`src/rtl/uart_tx_encoder.sv`:
```
// 8N1 UART transmitter: takes bytes from the head of the transmit buffer and
// serialises them LSB-first, timing each bit with an internal baud counter.
module uart_tx_encoder #(
    parameter int unsigned CLKS_PER_BIT = 868,
    parameter int unsigned CNT_W        = $clog2(CLKS_PER_BIT)
) (
    input  logic       CLK,
    input  logic       nrst,
    input  logic       tx_en,
    input  logic [7:0] data_in,
    input  logic       buffer_empty,
    output logic       rd,
    output logic       tx,
    output logic       busy,
    output logic       frame_done
);

    typedef enum logic [1:0] {
        IDLE,
        START,
        DATA,
        STOP
    } state_t;

    state_t           r_state;
    logic [CNT_W-1:0] r_cnt;
    logic [2:0]       r_bit_idx;
    logic [7:0]       r_shift;
    logic             r_rd;
    logic             r_tx;
    logic             r_busy;
    logic             r_frame_done;

    logic             w_bit_end;
    logic             w_launch;

    assign w_bit_end = (r_cnt == CNT_W'(CLKS_PER_BIT - 1));
    assign w_launch  = tx_en & ~buffer_empty;

    always_ff @(posedge CLK or negedge nrst) begin
        if (!nrst) begin
            r_state      <= IDLE;
            r_cnt        <= '0;
            r_bit_idx    <= '0;
            r_shift      <= '0;
            r_rd         <= 1'b0;
            r_tx         <= 1'b1;
            r_busy       <= 1'b0;
            r_frame_done <= 1'b0;
        end else begin
            r_rd         <= 1'b0;
            r_frame_done <= 1'b0;
            case (r_state)
                IDLE: begin
                    r_tx <= 1'b1;
                    if (w_launch) begin
                        r_shift <= data_in;
                        r_tx    <= 1'b0;
                        r_rd    <= 1'b1;
                        r_cnt   <= '0;
                        r_busy  <= 1'b1;
                        r_state <= START;
                    end
                end
                START: begin
                    if (w_bit_end) begin
                        r_cnt     <= '0;
                        r_tx      <= r_shift[0];
                        r_bit_idx <= '0;
                        r_state   <= DATA;
                    end else begin
                        r_cnt <= r_cnt + CNT_W'(1);
                    end
                end
                DATA: begin
                    if (w_bit_end) begin
                        r_cnt <= '0;
                        if (r_bit_idx == 3'd7) begin
                            r_tx    <= 1'b1;
                            r_state <= STOP;
                        end else begin
                            // r_shift[0] is the bit on the line; its successor is bit 1
                            r_shift   <= {1'b0, r_shift[7:1]};
                            r_tx      <= r_shift[1];
                            r_bit_idx <= r_bit_idx + 3'd1;
                        end
                    end else begin
                        r_cnt <= r_cnt + CNT_W'(1);
                    end
                end
                STOP: begin
                    if (w_bit_end) begin
                        r_cnt        <= '0;
                        r_busy       <= 1'b0;
                        r_frame_done <= 1'b1;
                        r_state      <= IDLE;
                    end else begin
                        r_cnt <= r_cnt + CNT_W'(1);
                    end
                end
                default: begin
                    r_tx    <= 1'b1;
                    r_busy  <= 1'b0;
                    r_state <= IDLE;
                end
            endcase
        end
    end

    assign rd         = r_rd;
    assign tx         = r_tx;
    assign busy       = r_busy;
    assign frame_done = r_frame_done;

endmodule
```
`config.mk`:
```
export PLATFORM = sky130hd
export DESIGN_NAME = uart_tx_encoder
export DESIGN_NICKNAME = d
export VERILOG_FILES = /design/src/rtl/uart_tx_encoder.sv
export SDC_FILE = /design/constraint.sdc
export NUM_CORES = 1
export LEC_CHECK = 0
export CAP_MARGIN = 30
export CELL_PAD_IN_SITES_DETAIL_PLACEMENT = 1
export CELL_PAD_IN_SITES_GLOBAL_PLACEMENT = 1
export CORE_ASPECT_RATIO = 0.6
export CORE_UTILIZATION = 39
export CTS_CLUSTER_SIZE = 30
export DETAILED_ROUTE_END_ITERATION = 12
export MAX_ROUTING_LAYER = met4
export PLACE_DENSITY_LB_ADDON = 0.1
export SYNTH_ARGS = -nofsm -noshare
export SYNTH_HDL_FRONTEND = slang
export SYNTH_SLANG_ARGS = --single-unit
export TNS_END_PERCENT = 30
```
`constraint.sdc`:
```
create_clock -name CLK -period 2.2 [get_ports CLK]
set_input_delay 0.66 -clock CLK [delete_from_list [all_inputs] [get_ports CLK]]
set_output_delay 0.66 -clock CLK [all_outputs]
set_load 0.02 [all_outputs]
```
==> impl_metrics.prom, run 1 <==
# TYPE chip_impl_metric gauge
chip_impl_info{name="run_status",value="finished, final reports clean"} 1
chip_impl_metric{name="setup_tns",unit="ns"} 0
chip_impl_metric{name="power.density",unit="mW/mm²"} 455
chip_impl_metric{name="p_seq_frac",unit=""} 0.604
chip_impl_metric{name="clkSlewWorstSetupHoldPaths",unit="ns"} 0.09
chip_impl_metric{name="final_cell_count_no_fill",unit=""} 226
chip_impl_metric{name="drt_first_pass_iters",unit=""} 4
chip_impl_metric{name="ant_nets",unit=""} 0
chip_impl_metric{name="worst-r2r-setup-slack",unit="ns"} 0.10
chip_impl_metric{name="detail_route.wl_per_cell",unit="µm"} 16.0
chip_impl_info{name="r2r-end",value="r_state[1]"} 1
chip_impl_metric{name="worstPathBufferInverterCount",unit=""} 2
chip_impl_metric{name="vias_per_cell",unit=""} 5.50
chip_impl_metric{name="timing.critical_path.fanout_max",unit=""} 8
chip_impl_metric{name="grt_antenna_before_repair",unit=""} 0
chip_impl_metric{name="final_core_utilization",unit=""} 0.502
chip_impl_info{name="slowest_stage_cell_cp",value="sky130_fd_sc_hd__clkdlybuf4s50_1"} 1
chip_impl_metric{name="p_comb_frac",unit=""} 0.057
chip_impl_info{name="timing.critical_path.from_type",value="input pin"} 1
chip_impl_metric{name="cts.htree.levels",unit=""} 1
chip_impl_metric{name="vdd_ir_drop_max",unit="mV"} 0.252
chip_impl_metric{name="synth_nets",unit=""} 173
chip_impl_metric{name="path_depth",unit=""} 6
chip_impl_metric{name="synth_area",unit="mm²"} 0.00151
chip_impl_metric{name="final_nets",unit=""} 201
chip_impl_metric{name="antenna_cells",unit=""} 0
chip_impl_metric{name="power.share.clock",unit=""} 0.339
chip_impl_metric{name="floorplan.initialDensity",unit=""} 0.409
chip_impl_info{name="cpLargestDelayFamily",value="simple AND/OR/NAND/NOR gates"} 1
chip_impl_metric{name="route.vias.total",unit=""} 1243
chip_impl_metric{name="drc",unit=""} 0
chip_impl_info{name="setup_repair_after_global_routing_missed_its_margin",value="no"} 1
chip_impl_info{name="critical_path.cell_chain",value="clkdlybuf4s50_1, nand2b_1, and2_4, nor4_4, buf_6, mux2_2"} 1
chip_impl_metric{name="top_level_ports",unit=""} 16
chip_impl_metric{name="clock_insertion_delay_worst_skew",unit="ns"} 0.27
chip_impl_metric{name="fp-row-count",unit=""} 17
chip_impl_metric{name="die-area",unit="mm²"} 0.00412
chip_impl_metric{name="first_global_vias",unit=""} 1300
chip_impl_metric{name="drive_above_1_share",unit=""} 0.223
chip_impl_metric{name="ys.warnings.count",unit=""} 0
chip_impl_metric{name="number_of_enable_flip_flop_cells_after_synthesis",unit=""} 0
chip_impl_info{name="ctsRootBufferMaster",value="sky130_fd_sc_hd__clkbuf_8"} 1
chip_impl_metric{name="multi_input_comb_area",unit="µm²"} 786
chip_impl_metric{name="post_cts_hold_fix_bufs",unit=""} 0
chip_impl_metric{name="clock_skew",unit="ns"} 0.00377
chip_impl_metric{name="synth.top_cell.area_share",unit=""} 0.432
chip_impl_metric{name="timing.slew.headroom",unit=""} 0.574
chip_impl_metric{name="critical_path.max_stage_delay",unit="ns"} 0.40
chip_impl_metric{name="io_buffers",unit=""} 15
chip_impl_metric{name="synth_area_per_cell",unit="µm²"} 9.91
chip_impl_info{name="cp-end-kind",value="register"} 1
chip_impl_metric{name="wire_length_of_the_first_global_routing_pass",unit="µm"} 6270
chip_impl_metric{name="critical_path_arrival",unit="ns"} 2.27
chip_impl_metric{name="distinct_cells_synth",unit=""} 33
chip_impl_metric{name="power_switching_share",unit=""} 0.210
chip_impl_metric{name="cts_sinks",unit=""} 27
chip_impl_info{name="timing.hold.worst_endpoint",value="r_shift[6]"} 1
chip_impl_metric{name="totalWireLength",unit="µm"} 3620
chip_impl_metric{name="net-switching-power",unit="µW"} 177
chip_impl_info{name="worst-setup-path-type",value="input pin to register"} 1
chip_impl_metric{name="grt_start_max_net_pins",unit=""} 28
chip_impl_metric{name="area_growth_syn_to_layout",unit="%"} 22.7
chip_impl_metric{name="groute.usage.overall",unit=""} 0.213
chip_impl_metric{name="final-seq-area",unit="µm²"} 677
chip_impl_metric{name="hold_violations",unit=""} 0
chip_impl_metric{name="maxClockFrequency",unit="GHz"} 0.474
chip_impl_metric{name="gp_congestion",unit=""} 0.921
chip_impl_info{name="ys_top_cells_by_area",value="sky130_fd_sc_hd__dfrtp_1 (43%), sky130_fd_sc_hd__mux2_2 (13%), sky130_fd_sc_hd__ha_1 (7.5%)"} 1
chip_impl_metric{name="dp_cells",unit=""} 222
chip_impl_metric{name="ys_seq_area_frac",unit=""} 0.449
chip_impl_metric{name="period_minus_slack",unit="ns"} 2.11
chip_impl_info{name="worst_hold_startpoint",value="r_shift[6]"} 1
chip_impl_metric{name="hold-path-cell-count",unit=""} 1
chip_impl_metric{name="die_height",unit="µm"} 50.1
chip_impl_metric{name="total_design_power",unit="µW"} 841
chip_impl_metric{name="clk_path_buf_depth",unit=""} 2
chip_impl_metric{name="final_cycle_share",unit=""} 0.958
chip_impl_metric{name="worstRegToRegCells",unit=""} 7
chip_impl_info{name="synth_largest_area_cell",value="sky130_fd_sc_hd__dfrtp_1"} 1
chip_impl_info{name="layout_commonest_cell",value="sky130_fd_sc_hd__dfrtp_1"} 1
chip_impl_metric{name="detailedRoute.firstIterationViolations",unit=""} 31
chip_impl_metric{name="cell_internal_pwr",unit="µW"} 664
chip_impl_metric{name="die_width",unit="µm"} 82.2
chip_impl_metric{name="cts_inserted_buffers",unit=""} 3
chip_impl_metric{name="grt_overflow_total",unit=""} 0
chip_impl_metric{name="finalHoldWorstSlack",unit="ns"} 0.518
chip_impl_metric{name="slew_viol_final",unit=""} 0
chip_impl_info{name="hold_class",value="register to register"} 1
chip_impl_metric{name="core_region_area",unit="mm²"} 0.00368
chip_impl_info{name="final_cell_mix",value="sky130_fd_sc_hd__dfrtp_1 (26), sky130_fd_sc_hd__mux2_2 (17), sky130_fd_sc_hd__nand2_1 (15), sky130_fd_sc_hd__clkdlybuf4s50_1 (15), sky130_fd_sc_hd__o21ai_0 (13)"} 1
chip_impl_metric{name="synth.ff_latch_count",unit=""} 27
chip_impl_metric{name="power.leakage",unit="nW"} 0.767
chip_impl_info{name="cts_tree",value="done"} 1
chip_impl_metric{name="synthesis.instances",unit=""} 152
chip_impl_metric{name="async_reset_ff_frac",unit=""} 1.00
chip_impl_metric{name="cp.required",unit="ns"} 2.36
chip_impl_metric{name="post-dp-hpwl",unit="µm"} 2850
chip_impl_info{name="crit-reg2reg-launch",value="r_state[0]"} 1
chip_impl_metric{name="cap_violations",unit=""} 0
chip_impl_metric{name="filler_cell_count",unit=""} 425
chip_impl_metric{name="timing_worst_slew_pin_value",unit="ns"} 0.637
chip_impl_metric{name="final-setup-viol-count",unit=""} 0
chip_impl_info{name="dominantRegCellSynth",value="sky130_fd_sc_hd__dfrtp_1"} 1
-- power groups by stage --
stage                     clock [mW]  sequential [mW]  combinational [mW]
after floorplan                    0            0.516              0.0147
after global placement             0            0.517              0.0474
after detailed placement           0            0.518              0.0494
after CTS                      0.294            0.508              0.0499
after global routing           0.319            0.509              0.0539
final                          0.285            0.508              0.0482
-- cell type report --
type,count,area share
repair buffers,28,0.136
inverters,8,0.0162
well taps,47,0.0318
flip-flops and latches,27,0.366
multi-input cells,112,0.425
clock buffers,4,0.0244
-- kinds of logic after synthesis --
kind of cell,count (synthesis),share of synthesized area
adders and majority gates,9,0.0748
buffers and inverters,13,0.0332
muxes,17,0.127
and+or+nand+nor,53,0.181
DFF,27,0.449
AOI/OAI and AO/OA,33,0.135
-- stage by stage --
step / cell area, µm² / setup WS (ns)
floorplan: 1510 / 0.172
global placement: 1790 / -0.175
detailed placement: 1790 / -0.264
CTS: 1840 / 0.00602
global route: 1850 / 0.00300
finish: 1850 / 0.0921
-- what timing repair did --
action                                  CTS  global route
setup buffers                             0             0
gates resized for setup                   0             4
endpoints found under the setup margin    0             8
-- synth_stat cells, drive strengths merged, types with 2 or more instances --
master   n
a21oi    7
a22o     3
a31oi    2
buf      2
clkbuf   3
dfrtp   26
ha       9
inv      8
mux2    17
nand2   15
nand3    9
nor2    12
nor2b    4
nor3     3
nor4     2
o211ai   2
o21ai   13
or3      2
-- routing by layer --
metal | track usage | share of wire | vias up
li1 | - | - | 595
met1 | 0.290 | 0.50 | 617
met2 | 0.333 | 0.46 | 26
met3 | 0.0436 | 0.041 | 5
met4 | 0.0351 | 0.0047 | 0
met5 | - | 0 | -
-- sequential cells by signal (all words and copies together), names as in the netlist --
signal / cells
tx: 1
busy: 1
r_cnt: 10
r_shift: 8
frame_done: 1
r_state: 2
r_bit_idx: 3
rd: 1
-- worst max path at each step --
stage                      start          to  slack, ns
detailed placement  buffer_empty  r_shift[5]      -0.26
CTS                 buffer_empty  r_shift[5]      0.006
finish              buffer_empty  r_shift[5]       0.09
global placement    buffer_empty  r_shift[5]      -0.17
floorplan             r_state[0]  r_shift[0]       0.17
global route          r_state[0]  r_shift[5]      0.003
Power figures use the tool's default switching activity.
==> run 2, diff against run 1 <==
--- a/config.mk
+++ b/config.mk
@@ -9,11 +9,12 @@
 export CELL_PAD_IN_SITES_DETAIL_PLACEMENT = 1
 export CELL_PAD_IN_SITES_GLOBAL_PLACEMENT = 1
 export CORE_ASPECT_RATIO = 0.6
-export CORE_UTILIZATION = 39
+export CORE_UTILIZATION = 30
 export CTS_CLUSTER_SIZE = 30
 export DETAILED_ROUTE_END_ITERATION = 12
 export MAX_ROUTING_LAYER = met4
 export PLACE_DENSITY_LB_ADDON = 0.1
+export SKIP_CTS_REPAIR_TIMING = 1
 export SYNTH_ARGS = -nofsm -noshare
 export SYNTH_HDL_FRONTEND = slang
 export SYNTH_SLANG_ARGS = --single-unit
==> run 2 against run 1 <==
  * Fmax increased by 0.49%
  * Non-clock buffer count down 1
  * Count of clock-buffer cells in the layout is the same
  * Worst setup slack improved by 0.010 ns
  * Utilization shrank 11 points
  * Wire length down 1.0%
  * Largest power group unchanged
  * Via count decreased by 3.2%
==> impl_metrics.prom, run 2 (synthesis gave the netlist of run 1 again) <==
# TYPE chip_impl_metric gauge
chip_impl_metric{name="slew_viol_final",unit=""} 0
chip_impl_metric{name="dp_cells",unit=""} 237
chip_impl_metric{name="timing.slew.headroom",unit=""} 0.525
chip_impl_metric{name="drc",unit=""} 0
chip_impl_metric{name="die_width",unit="µm"} 93.5
chip_impl_metric{name="final_nets",unit=""} 200
chip_impl_info{name="ctsRootBufferMaster",value="sky130_fd_sc_hd__clkbuf_8"} 1
chip_impl_metric{name="drive_above_1_share",unit=""} 0.219
chip_impl_metric{name="vdd_ir_drop_max",unit="mV"} 0.233
chip_impl_metric{name="first_global_vias",unit=""} 1282
chip_impl_metric{name="detail_route.wl_per_cell",unit="µm"} 14.9
chip_impl_metric{name="clock_skew",unit="ns"} 0.00193
chip_impl_metric{name="cts_sinks",unit=""} 27
chip_impl_metric{name="multi_input_comb_area",unit="µm²"} 787
chip_impl_metric{name="timing_worst_slew_pin_value",unit="ns"} 0.710
chip_impl_info{name="setup_repair_after_global_routing_missed_its_margin",value="no"} 1
chip_impl_metric{name="core_region_area",unit="mm²"} 0.00471
chip_impl_metric{name="hold_violations",unit=""} 0
chip_impl_info{name="slowest_stage_cell_cp",value="sky130_fd_sc_hd__clkdlybuf4s50_1"} 1
chip_impl_metric{name="drt_first_pass_iters",unit=""} 4
chip_impl_metric{name="filler_cell_count",unit=""} 542
chip_impl_metric{name="groute.usage.overall",unit=""} 0.154
chip_impl_info{name="cp-end-kind",value="register"} 1
chip_impl_metric{name="vias_per_cell",unit=""} 4.99
chip_impl_metric{name="setup_tns",unit="ns"} 0
chip_impl_metric{name="cts_inserted_buffers",unit=""} 3
chip_impl_metric{name="area_growth_syn_to_layout",unit="%"} 23.3
chip_impl_metric{name="critical_path.max_stage_delay",unit="ns"} 0.39
chip_impl_metric{name="post-dp-hpwl",unit="µm"} 2810
chip_impl_metric{name="final-seq-area",unit="µm²"} 677
chip_impl_metric{name="wire_length_of_the_first_global_routing_pass",unit="µm"} 6240
chip_impl_info{name="hold_class",value="register to register"} 1
chip_impl_info{name="critical_path.cell_chain",value="clkdlybuf4s50_1, nand2b_1, and2_2, nor4_4, buf_4, mux2_2"} 1
chip_impl_metric{name="clk_path_buf_depth",unit=""} 2
chip_impl_metric{name="fp-row-count",unit=""} 19
chip_impl_metric{name="cp.required",unit="ns"} 2.37
chip_impl_info{name="worst-setup-path-type",value="input pin to register"} 1
chip_impl_metric{name="antenna_cells",unit=""} 0
chip_impl_info{name="final_cell_mix",value="sky130_fd_sc_hd__dfrtp_1 (26), sky130_fd_sc_hd__mux2_2 (17), sky130_fd_sc_hd__nand2_1 (15), sky130_fd_sc_hd__clkdlybuf4s50_1 (15), sky130_fd_sc_hd__o21ai_0 (13)"} 1
chip_impl_metric{name="ant_nets",unit=""} 0
chip_impl_info{name="run_status",value="finished, final reports clean"} 1
chip_impl_info{name="layout_commonest_cell",value="sky130_fd_sc_hd__dfrtp_1"} 1
chip_impl_metric{name="grt_antenna_before_repair",unit=""} 0
chip_impl_metric{name="grt_start_max_net_pins",unit=""} 28
chip_impl_metric{name="clock_insertion_delay_worst_skew",unit="ns"} 0.28
chip_impl_metric{name="totalWireLength",unit="µm"} 3590
chip_impl_metric{name="period_minus_slack",unit="ns"} 2.10
chip_impl_metric{name="floorplan.initialDensity",unit=""} 0.320
chip_impl_metric{name="largest_register_ffs",unit=""} 10
chip_impl_metric{name="final_cycle_share",unit=""} 0.953
chip_impl_info{name="registers.top_by_ff_count",value="r_cnt"} 1
chip_impl_metric{name="grt_overflow_total",unit=""} 0
chip_impl_metric{name="gp_congestion",unit=""} 0.824
chip_impl_metric{name="final_core_utilization",unit=""} 0.395
chip_impl_metric{name="power.density",unit="mW/mm²"} 455
chip_impl_metric{name="route.vias.total",unit=""} 1203
chip_impl_metric{name="timing.critical_path.fanout_max",unit=""} 8
chip_impl_metric{name="finalHoldWorstSlack",unit="ns"} 0.510
chip_impl_metric{name="final_cell_count_no_fill",unit=""} 241
chip_impl_metric{name="power.leakage",unit="nW"} 0.761
chip_impl_metric{name="final-setup-viol-count",unit=""} 0
chip_impl_info{name="reg.largest.list",value="r_cnt x10, r_shift x8, r_bit_idx x3"} 1
chip_impl_metric{name="detailedRoute.firstIterationViolations",unit=""} 67
chip_impl_metric{name="die_height",unit="µm"} 56.9
chip_impl_metric{name="clkSlewWorstSetupHoldPaths",unit="ns"} 0.09
chip_impl_metric{name="io_buffers",unit=""} 15
chip_impl_info{name="cts_tree",value="done"} 1
chip_impl_metric{name="maxClockFrequency",unit="GHz"} 0.477
chip_impl_metric{name="critical_path_arrival",unit="ns"} 2.27
chip_impl_metric{name="top_level_ports",unit=""} 16
chip_impl_metric{name="die-area",unit="mm²"} 0.00532
chip_impl_metric{name="cap_violations",unit=""} 0
chip_impl_info{name="timing.critical_path.from_type",value="input pin"} 1
chip_impl_metric{name="cts.htree.levels",unit=""} 1
[run 2: layout make-up]
class                           count  share of cell area
Clock buffer                        4              0.0242
Inverter                            8              0.0162
Multi-Input combinational cell    112               0.424
Sequential cell                    27               0.364
Tap cell                           63              0.0424
Timing Repair Buffer               27               0.129
[run 2: report_power, final]
part           internal [mW]  total (mW)  switching, mW
registers              0.503       0.507        0.00406
logic                 0.0306      0.0484         0.0178
clock network          0.130       0.290          0.160
total                  0.664       0.846          0.181
[run 2: routing by layer]
layer	vias up	global-route usage	part of all wire
met4	0	0.0286	0.0075
met5	-	-	0
met3	5	0.0407	0.035
met2	18	0.232	0.45
li1	593	-	-
met1	587	0.211	0.51
[run 2: worst paths after layout]
kind / cells past startpoint / endpoint / start / slack, ns
min: 1 / r_shift[6] / r_shift[6] / 0.51
max reg2reg: 7 / r_shift[7] / r_state[1] / 0.14
max in group asynchronous: 2 / tx / nrst / 1.14
max: 6 / r_shift[7] / buffer_empty / 0.10
min in group asynchronous: 2 / r_cnt[0] / nrst / 0.75
min reg2reg: 1 / r_shift[6] / r_shift[6] / 0.51
[run 2: worst max-delay path: cells and delay by family]
kind,cells,cell delay [ns]
multiplexers,1,0.35
buffers and inverters,2,0.59
AND/OR/NAND/NOR,3,0.66
[run 2: stage by stage]
step | total power [mW] | setup slack (ns) | instance area [µm²]
floorplan | 0.530 | 0.172 | 1510
CTS | 0.861 | 0.0615 | 1850
global route | 0.883 | 0.0175 | 1860
finish | 0.846 | 0.102 | 1860
global placement | 0.565 | -0.191 | 1810
detailed placement | 0.568 | -0.239 | 1810
